==> config.mk <==
export PLATFORM = sky130hd
export DESIGN_NAME = mips_int_ctrl_flat
export DESIGN_NICKNAME = d
export VERILOG_FILES = /design/src/rtl/mips_int_ctrl_pkg.sv /design/src/rtl/mips_int_ctrl_if.sv /design/src/rtl/mips_int_ctrl_sync.sv /design/src/rtl/mips_int_ctrl.sv /design/src/flat_wrapper.sv
export SDC_FILE = /design/constraint.sdc
export NUM_CORES = 1
export LEC_CHECK = 0
export ABC_AREA = 1
export CELL_PAD_IN_SITES_DETAIL_PLACEMENT = 0
export CELL_PAD_IN_SITES_GLOBAL_PLACEMENT = 2
export CORE_UTILIZATION = 19
export DETAILED_ROUTE_END_ITERATION = 12
export GPL_ROUTABILITY_DRIVEN = 0
export GPL_TIMING_DRIVEN = 0
export MAX_ROUTING_LAYER = met4
export PLACE_DENSITY = 0.94
export SYNTH_ARGS = -nofsm -noshare
export SYNTH_HDL_FRONTEND = slang
export SYNTH_HIERARCHICAL = 1
export SYNTH_SLANG_ARGS = --single-unit
==> constraint.sdc <==
create_clock -name i_clk -period 4 [get_ports i_clk]
set_input_delay 1 -clock i_clk [delete_from_list [all_inputs] [get_ports i_clk]]
set_output_delay 1 -clock i_clk [all_outputs]
set_load 0.05 [all_outputs]
==> src/rtl/mips_int_ctrl_pkg.sv <==
// -----------------------------------------------------------------------------
// mips_pkg
// Shared definitions for the MIPS external-interrupt controller: controller
// state enumeration, exception cause code, default handler vector, data width
// and a small output-gating helper.
// -----------------------------------------------------------------------------
package mips_pkg;

    localparam int unsigned XLEN                 = 32;
    localparam logic [4:0]  EXC_INT              = 5'd0;
    localparam logic [31:0] HANDLER_ADDR_DEFAULT = 32'h0000_0024;
    localparam int unsigned SYNC_STAGES_DEFAULT  = 2;

    typedef enum logic [1:0] {
        IDLE      = 2'd0,
        WAIT_SLOT = 2'd1,
        VECTOR    = 2'd2,
        HANDLER   = 2'd3
    } int_state_e;

    // Forces a data bus to zero whenever its qualifying strobe is low, so
    // idle buses never carry stale addresses.
    function automatic logic [XLEN-1:0] gate32(input logic en, input logic [XLEN-1:0] value);
        logic [XLEN-1:0] result;
        if (en) begin
            result = value;
        end else begin
            result = {XLEN{1'b0}};
        end
        return result;
    endfunction

endpackage

==> src/rtl/mips_int_ctrl_if.sv <==
// -----------------------------------------------------------------------------
// mips_int_ctrl_if
// Pipeline-side signal bundle of the interrupt controller.
//   i_int_enable : status IE bit from coprocessor 0
//   i_stall      : pipeline stalled this cycle
//   i_ex_valid   : EX stage holds a real (non-bubble) instruction
//   i_ex_pc      : PC of the instruction in EX
//   i_eret       : eret retiring this cycle
//   o_flush      : squash IF, ID and EX
//   o_pc_sel     : fetch PC := o_pc_target
//   o_pc_target  : redirect address
//   o_epc_we     : EPC write strobe
//   o_epc        : value to write into EPC
//   o_cause_we   : cause write strobe (cause code EXC_INT)
//   o_in_handler : interrupt handler active
// Modport slave is the controller, modport master is the pipeline.
// -----------------------------------------------------------------------------
interface mips_int_ctrl_if;
    import mips_pkg::*;

    logic            i_int_enable;
    logic            i_stall;
    logic            i_ex_valid;
    logic [XLEN-1:0] i_ex_pc;
    logic            i_eret;
    logic            o_flush;
    logic            o_pc_sel;
    logic [XLEN-1:0] o_pc_target;
    logic            o_epc_we;
    logic [XLEN-1:0] o_epc;
    logic            o_cause_we;
    logic            o_in_handler;

    modport slave (
        input  i_int_enable, i_stall, i_ex_valid, i_ex_pc, i_eret,
        output o_flush, o_pc_sel, o_pc_target, o_epc_we, o_epc,
               o_cause_we, o_in_handler
    );

    modport master (
        output i_int_enable, i_stall, i_ex_valid, i_ex_pc, i_eret,
        input  o_flush, o_pc_sel, o_pc_target, o_epc_we, o_epc,
               o_cause_we, o_in_handler
    );

endinterface

==> src/rtl/mips_int_ctrl_sync.sv <==
// -----------------------------------------------------------------------------
// mips_sync
// DEPTH-flop synchronizer bringing an asynchronous level into the i_clk domain.
//   i_clk : clock
//   i_rst : synchronous active-high reset, clears every stage
//   i_d   : asynchronous input level
//   o_q   : synchronized level (last stage)
// -----------------------------------------------------------------------------
module mips_sync #(
    parameter int unsigned DEPTH = 2
) (
    input  logic i_clk,
    input  logic i_rst,
    input  logic i_d,
    output logic o_q
);

    logic [DEPTH-1:0] r_stage;

    // Shift chain: stage 0 samples the raw input, later stages resolve metastability.
    always_ff @(posedge i_clk) begin
        if (i_rst) begin
            r_stage <= {DEPTH{1'b0}};
        end else begin
            r_stage[0] <= i_d;
            for (int i = 1; i < DEPTH; i++) begin
                r_stage[i] <= r_stage[i-1];
            end
        end
    end

    assign o_q = r_stage[DEPTH-1];

endmodule

==> src/rtl/mips_int_ctrl.sv <==
// -----------------------------------------------------------------------------
// mips_int_ctrl
// External-interrupt controller for a 5-stage MIPS pipeline. Synchronizes the
// interrupt request, waits for a valid unstalled instruction in EX to become
// the restart point, flushes the front of the pipe, vectors to the handler and
// returns through EPC on eret.
//   i_clk                : sole clock, rising edge
//   i_rst                : synchronous active-high reset
//   i_external_interrupt : asynchronous level-sensitive request
//   bus (slave)          : pipeline inputs and controller strobes/addresses
// Parameters: HANDLER_ADDR (handler PC), SYNC_STAGES (synchronizer depth).
// -----------------------------------------------------------------------------
module mips_int_ctrl
    import mips_pkg::*;
#(
    parameter logic [31:0] HANDLER_ADDR = HANDLER_ADDR_DEFAULT,
    parameter int unsigned SYNC_STAGES  = SYNC_STAGES_DEFAULT
) (
    input  logic           i_clk,
    input  logic           i_rst,
    input  logic           i_external_interrupt,
    mips_int_ctrl_if.slave bus
);

    int_state_e      r_state;
    int_state_e      w_state_next;
    logic [XLEN-1:0] r_epc;
    logic            w_irq_sync;
    logic            w_take_slot;
    logic            w_epc_we;
    logic            w_pc_sel;
    logic            w_in_handler;
    logic [XLEN-1:0] w_target_raw;

    mips_sync #(
        .DEPTH (SYNC_STAGES)
    ) u_sync (
        .i_clk (i_clk),
        .i_rst (i_rst),
        .i_d   (i_external_interrupt),
        .o_q   (w_irq_sync)
    );

    // The restart slot is the first real instruction in EX that is not held.
    assign w_take_slot = bus.i_ex_valid & ~bus.i_stall;

    // State register; entering WAIT_SLOT is itself the request latch, so the
    // input level no longer matters once the sequence has started.
    always_ff @(posedge i_clk) begin
        if (i_rst) begin
            r_state <= IDLE;
        end else begin
            r_state <= w_state_next;
        end
    end

    // EPC holds the restart PC captured in the slot cycle.
    always_ff @(posedge i_clk) begin
        if (i_rst) begin
            r_epc <= {XLEN{1'b0}};
        end else if (w_epc_we) begin
            r_epc <= bus.i_ex_pc;
        end else begin
            r_epc <= r_epc;
        end
    end

    // Next-state and strobe decode.
    always_comb begin
        w_state_next = r_state;
        w_epc_we     = 1'b0;
        w_pc_sel     = 1'b0;
        w_in_handler = 1'b0;
        case (r_state)
            IDLE: begin
                if (w_irq_sync && bus.i_int_enable) begin
                    w_state_next = WAIT_SLOT;
                end else begin
                    w_state_next = IDLE;
                end
            end
            WAIT_SLOT: begin
                if (!bus.i_int_enable) begin
                    w_state_next = IDLE;
                end else if (w_take_slot) begin
                    w_epc_we     = 1'b1;
                    w_state_next = VECTOR;
                end else begin
                    w_state_next = WAIT_SLOT;
                end
            end
            VECTOR: begin
                w_pc_sel = 1'b1;
                if (!bus.i_stall) begin
                    w_state_next = HANDLER;
                end else begin
                    w_state_next = VECTOR;
                end
            end
            HANDLER: begin
                w_in_handler = 1'b1;
                // eret has priority; any pending level is re-sampled from IDLE.
                if (bus.i_eret) begin
                    w_pc_sel     = 1'b1;
                    w_state_next = IDLE;
                end else begin
                    w_state_next = HANDLER;
                end
            end
            default: begin
                w_state_next = IDLE;
            end
        endcase
    end

    // Only two redirect sources exist: the handler vector or the saved EPC.
    always_comb begin
        if (r_state == HANDLER) begin
            w_target_raw = r_epc;
        end else begin
            w_target_raw = HANDLER_ADDR;
        end
    end

    // The slot cycle also flushes the front end and records the cause.
    assign bus.o_flush      = w_epc_we;
    assign bus.o_cause_we   = w_epc_we;
    assign bus.o_epc_we     = w_epc_we;
    assign bus.o_epc        = gate32(w_epc_we, bus.i_ex_pc);
    assign bus.o_pc_sel     = w_pc_sel;
    assign bus.o_pc_target  = gate32(w_pc_sel, w_target_raw);
    assign bus.o_in_handler = w_in_handler;

endmodule

==> src/flat_wrapper.sv <==
// flat-port wrapper written by rule: the top's interface ports become plain ports
module mips_int_ctrl_flat import mips_pkg::*;
#(
    parameter logic [31:0] HANDLER_ADDR = HANDLER_ADDR_DEFAULT,
    parameter int unsigned SYNC_STAGES  = SYNC_STAGES_DEFAULT
)
  (i_clk, i_rst, i_external_interrupt, bus_i_int_enable, bus_i_stall, bus_i_ex_valid, bus_i_ex_pc, bus_i_eret, bus_o_flush, bus_o_pc_sel, bus_o_pc_target, bus_o_epc_we, bus_o_epc, bus_o_cause_we, bus_o_in_handler);
  mips_int_ctrl_if bus_i ();
  input  logic i_clk;
  input  logic i_rst;
  input  logic i_external_interrupt;
  input wire logic [$bits(bus_i.i_int_enable)-1:0] bus_i_int_enable;
  input wire logic [$bits(bus_i.i_stall)-1:0] bus_i_stall;
  input wire logic [$bits(bus_i.i_ex_valid)-1:0] bus_i_ex_valid;
  input wire logic [$bits(bus_i.i_ex_pc)-1:0] bus_i_ex_pc;
  input wire logic [$bits(bus_i.i_eret)-1:0] bus_i_eret;
  output wire logic [$bits(bus_i.o_flush)-1:0] bus_o_flush;
  output wire logic [$bits(bus_i.o_pc_sel)-1:0] bus_o_pc_sel;
  output wire logic [$bits(bus_i.o_pc_target)-1:0] bus_o_pc_target;
  output wire logic [$bits(bus_i.o_epc_we)-1:0] bus_o_epc_we;
  output wire logic [$bits(bus_i.o_epc)-1:0] bus_o_epc;
  output wire logic [$bits(bus_i.o_cause_we)-1:0] bus_o_cause_we;
  output wire logic [$bits(bus_i.o_in_handler)-1:0] bus_o_in_handler;
  assign bus_i.i_int_enable = bus_i_int_enable;
  assign bus_i.i_stall = bus_i_stall;
  assign bus_i.i_ex_valid = bus_i_ex_valid;
  assign bus_i.i_ex_pc = bus_i_ex_pc;
  assign bus_i.i_eret = bus_i_eret;
  assign bus_o_flush = bus_i.o_flush;
  assign bus_o_pc_sel = bus_i.o_pc_sel;
  assign bus_o_pc_target = bus_i.o_pc_target;
  assign bus_o_epc_we = bus_i.o_epc_we;
  assign bus_o_epc = bus_i.o_epc;
  assign bus_o_cause_we = bus_i.o_cause_we;
  assign bus_o_in_handler = bus_i.o_in_handler;
  mips_int_ctrl #(.HANDLER_ADDR(HANDLER_ADDR), .SYNC_STAGES(SYNC_STAGES)) u_core (.i_clk(i_clk), .i_rst(i_rst), .i_external_interrupt(i_external_interrupt), .bus(bus_i));
endmodule
==> impl_metrics.yaml <==
worst_setup_path:
  crit_path_cell_trace: "clkdlybuf4s50_1 -> inv_1 -> nand2_1 -> nor2_8 -> buf_6 -> nand2_1 -> inv_1 -> dlygate4sd2_1"
  worst-path-buf-inv: 5
  cpLargestDelayFamily: "buffers and inverters"
  crit_fanout: 10
  end_kind: "output pin"
  criticalPathCategory: "in -> out"
  cpPeakStageDelay_ns: 0.52
  start_kind: "input pin"
  slowest_stage: "dlygate4sd2_1"
  cp_data_arrival_time_ns: 2.84
  cp.required_ns: 3.00
cts:
  cts.clk_slew.worst_paths_ns: 0.07
  hold_buffers: 0
  clk_latency_ns: 0.28
  cts_resized: 35
  numCtsBuffers: 5
  clock_path_buffers: 2
  cts_tree: "yes"
  postCtsSetupBuffers: 0
  cts_sinks: 36
  cts_max_level: 2
  cts-root-buf: "clkbuf_8"
timing:
  timing.hold.ws_ns: 0.411
  tightest_slew_ns: 0.546
  rsz0062_at_grt: "false"
  slew_headroom: 0.635
  fmax_mhz: 260
  setup-violations-final: 0
  finalMaxSlewViolations: 0
  hold_viol: 0
  period_minus_slack_ns: 3.84
  timing.clock.skew_ns: 0.00602
  period_share: 0.961
flow_run:
  max-cap-violations: 0
global_route:
  grt_max_degree: 13
  grt_pass1_wl_um: 9530
  grt_pass1_vias: 1986
  antenna_found_initial: 0
  grt_overflow_total: 0
  grt.total_usage: 0.128
power_and_ir_drop:
  cellPowerDensity_mw_per_mm2: 259
  peakVddDrop_v: 0.000116
  comb_power_share: 0.100
  p_seq_frac: 0.456
  power_switching_mw: 0.175
  pwr-share-clk: 0.444
  swShare: 0.220
  p_int_mw: 0.621
  power.leakage_nw: 1.49
die:
  start_util: 0.195
  die_area_mm2: 0.00982
  std_cell_rows: 35
  num_io_pins: 108
  die_h_um: 99.1
  core_area_mm2: 0.00920
  die_width_um: 99.1
synthesis:
  ys.warnings.count: 6
  ys_types: 16
  synth_top_area_frac: 0.402
  syn-num-nets: 315
  seq_area_frac_synth: 0.402
  synth.largest_area_cell: "dfxtp_1"
  syn_area_per_cell_um2: 6.49
  ys_ff_latch: 36
  yosys-top-cells-area: "dfxtp_1 (40%), nand2_1 (12%), a21oi_1 (9.8%)"
  netlist_instances: 276
  synthesis.area_mm2: 0.00179
layout:
  nNetsFinal: 428
  layout_commonest_cell: "clkdlybuf4s50_1"
  regArea_um2: 721
  postLayoutCoreUtil: 0.334
  fill_cells: 1021
  final_cell_mix: "clkdlybuf4s50_1 (71), nand2_1 (58), inv_1 (40), nor2_1 (40), dfxtp_1 (36)"
  num_antenna_cells: 0
  syn2layout_area_growth_pct: 71.6
  final_layout_size_suffix_gt1_frac: 0.0615
  multiInputGateArea_um2: 807
run_status:
  status: "finished, final reports clean"
route:
  wire_per_inst_um: 12.1
  drt-initial-drc-count: 91
  ant_nets: 0
  first_pass_iters: 4
  vias: 2069
  wl_um: 6050
  drc: 0
  viasPerCell: 4.13
placement:
  io_buffer_count: 106
  dpl.hpwl_um: 4570
min_path:
  min_path_type: "reg -> reg"
==> cell families after synthesis <==
group | after synthesis | share of synthesized area
buffers and inverters | 62 | 0.147
flip-flops | 36 | 0.402
AND/OR/NAND/NOR | 110 | 0.260
AO/OA/AOI/OAI | 68 | 0.190
==> layer usage <==
metal,vias up,global-route usage,routed length (um)
met5,-,-,0
met4,0,0.0441,103
met3,9,0.0323,391
met2,70,0.214,2820
met1,917,0.150,2740
li1,1073,-,-
==> power by group through the flow <==
stage               clock network [mW]  logic [mW]  registers [mW]
finish                           0.354      0.0794           0.363
floorplan                            0      0.0298           0.371
global placement                     0      0.0817           0.371
global route                     0.374      0.0865           0.364
detailed placement                   0      0.0817           0.372
CTS                              0.365      0.0810           0.363
==> Yosys cell counts (all sizes together) <==
cell	count
nand2	66
nor2	41
inv	40
dfxtp	36
a21oi	35
o21ai	33
clkbuf	16
buf	6
nand3	2
nand4	1
==> through the flow <==
stage	cells	power, mW	instance area [um2]	setup TNS (ns)	setup WS, ns
finish	501	0.796	3070	0	0.157
global placement	493	0.453	2990	-4.15	-0.158
floorplan	276	0.401	1790	0	0.827
global route	501	0.824	3070	0	0.0180
CTS	501	0.809	3070	0	0.101
detailed placement	493	0.453	2990	-4.58	-0.169
==> sequential cells by signal, indices dropped and copies added, names as in the netlist <==
register               count
u_core/r_state             2
u_core/r_epc              32
u_core/u_sync/r_stage      2
==> tightest hold or removal path, stage by stage (launching register included) <==
cell,delay [ns]
dfxtp_1,0.30
inv_1,0.04
nor2_1,0.03
==> area by class of cell <==
class	count	area share
repair buffers	106	0.331
clock inverters	1	0.00977
plain buffers	22	0.0370
well taps	111	0.0452
inverters	40	0.0488
flip-flops and latches	36	0.234
clock buffers	7	0.0313
multi-input cells	178	0.263
==> path summary, 6_finish.rpt <==
kind,from,to,slack [ns],cells after the start
min reg2reg,u_core/u_sync/r_stage[0],u_core/u_sync/r_stage[1],0.41,2
max reg2reg,u_core/r_state[1],u_core/r_epc[20],2.64,5
max,bus_i_stall,bus_o_epc[18],0.16,8
min,u_core/u_sync/r_stage[0],u_core/u_sync/r_stage[1],0.41,2
No activity file was read; power rests on OpenSTA's default activity.
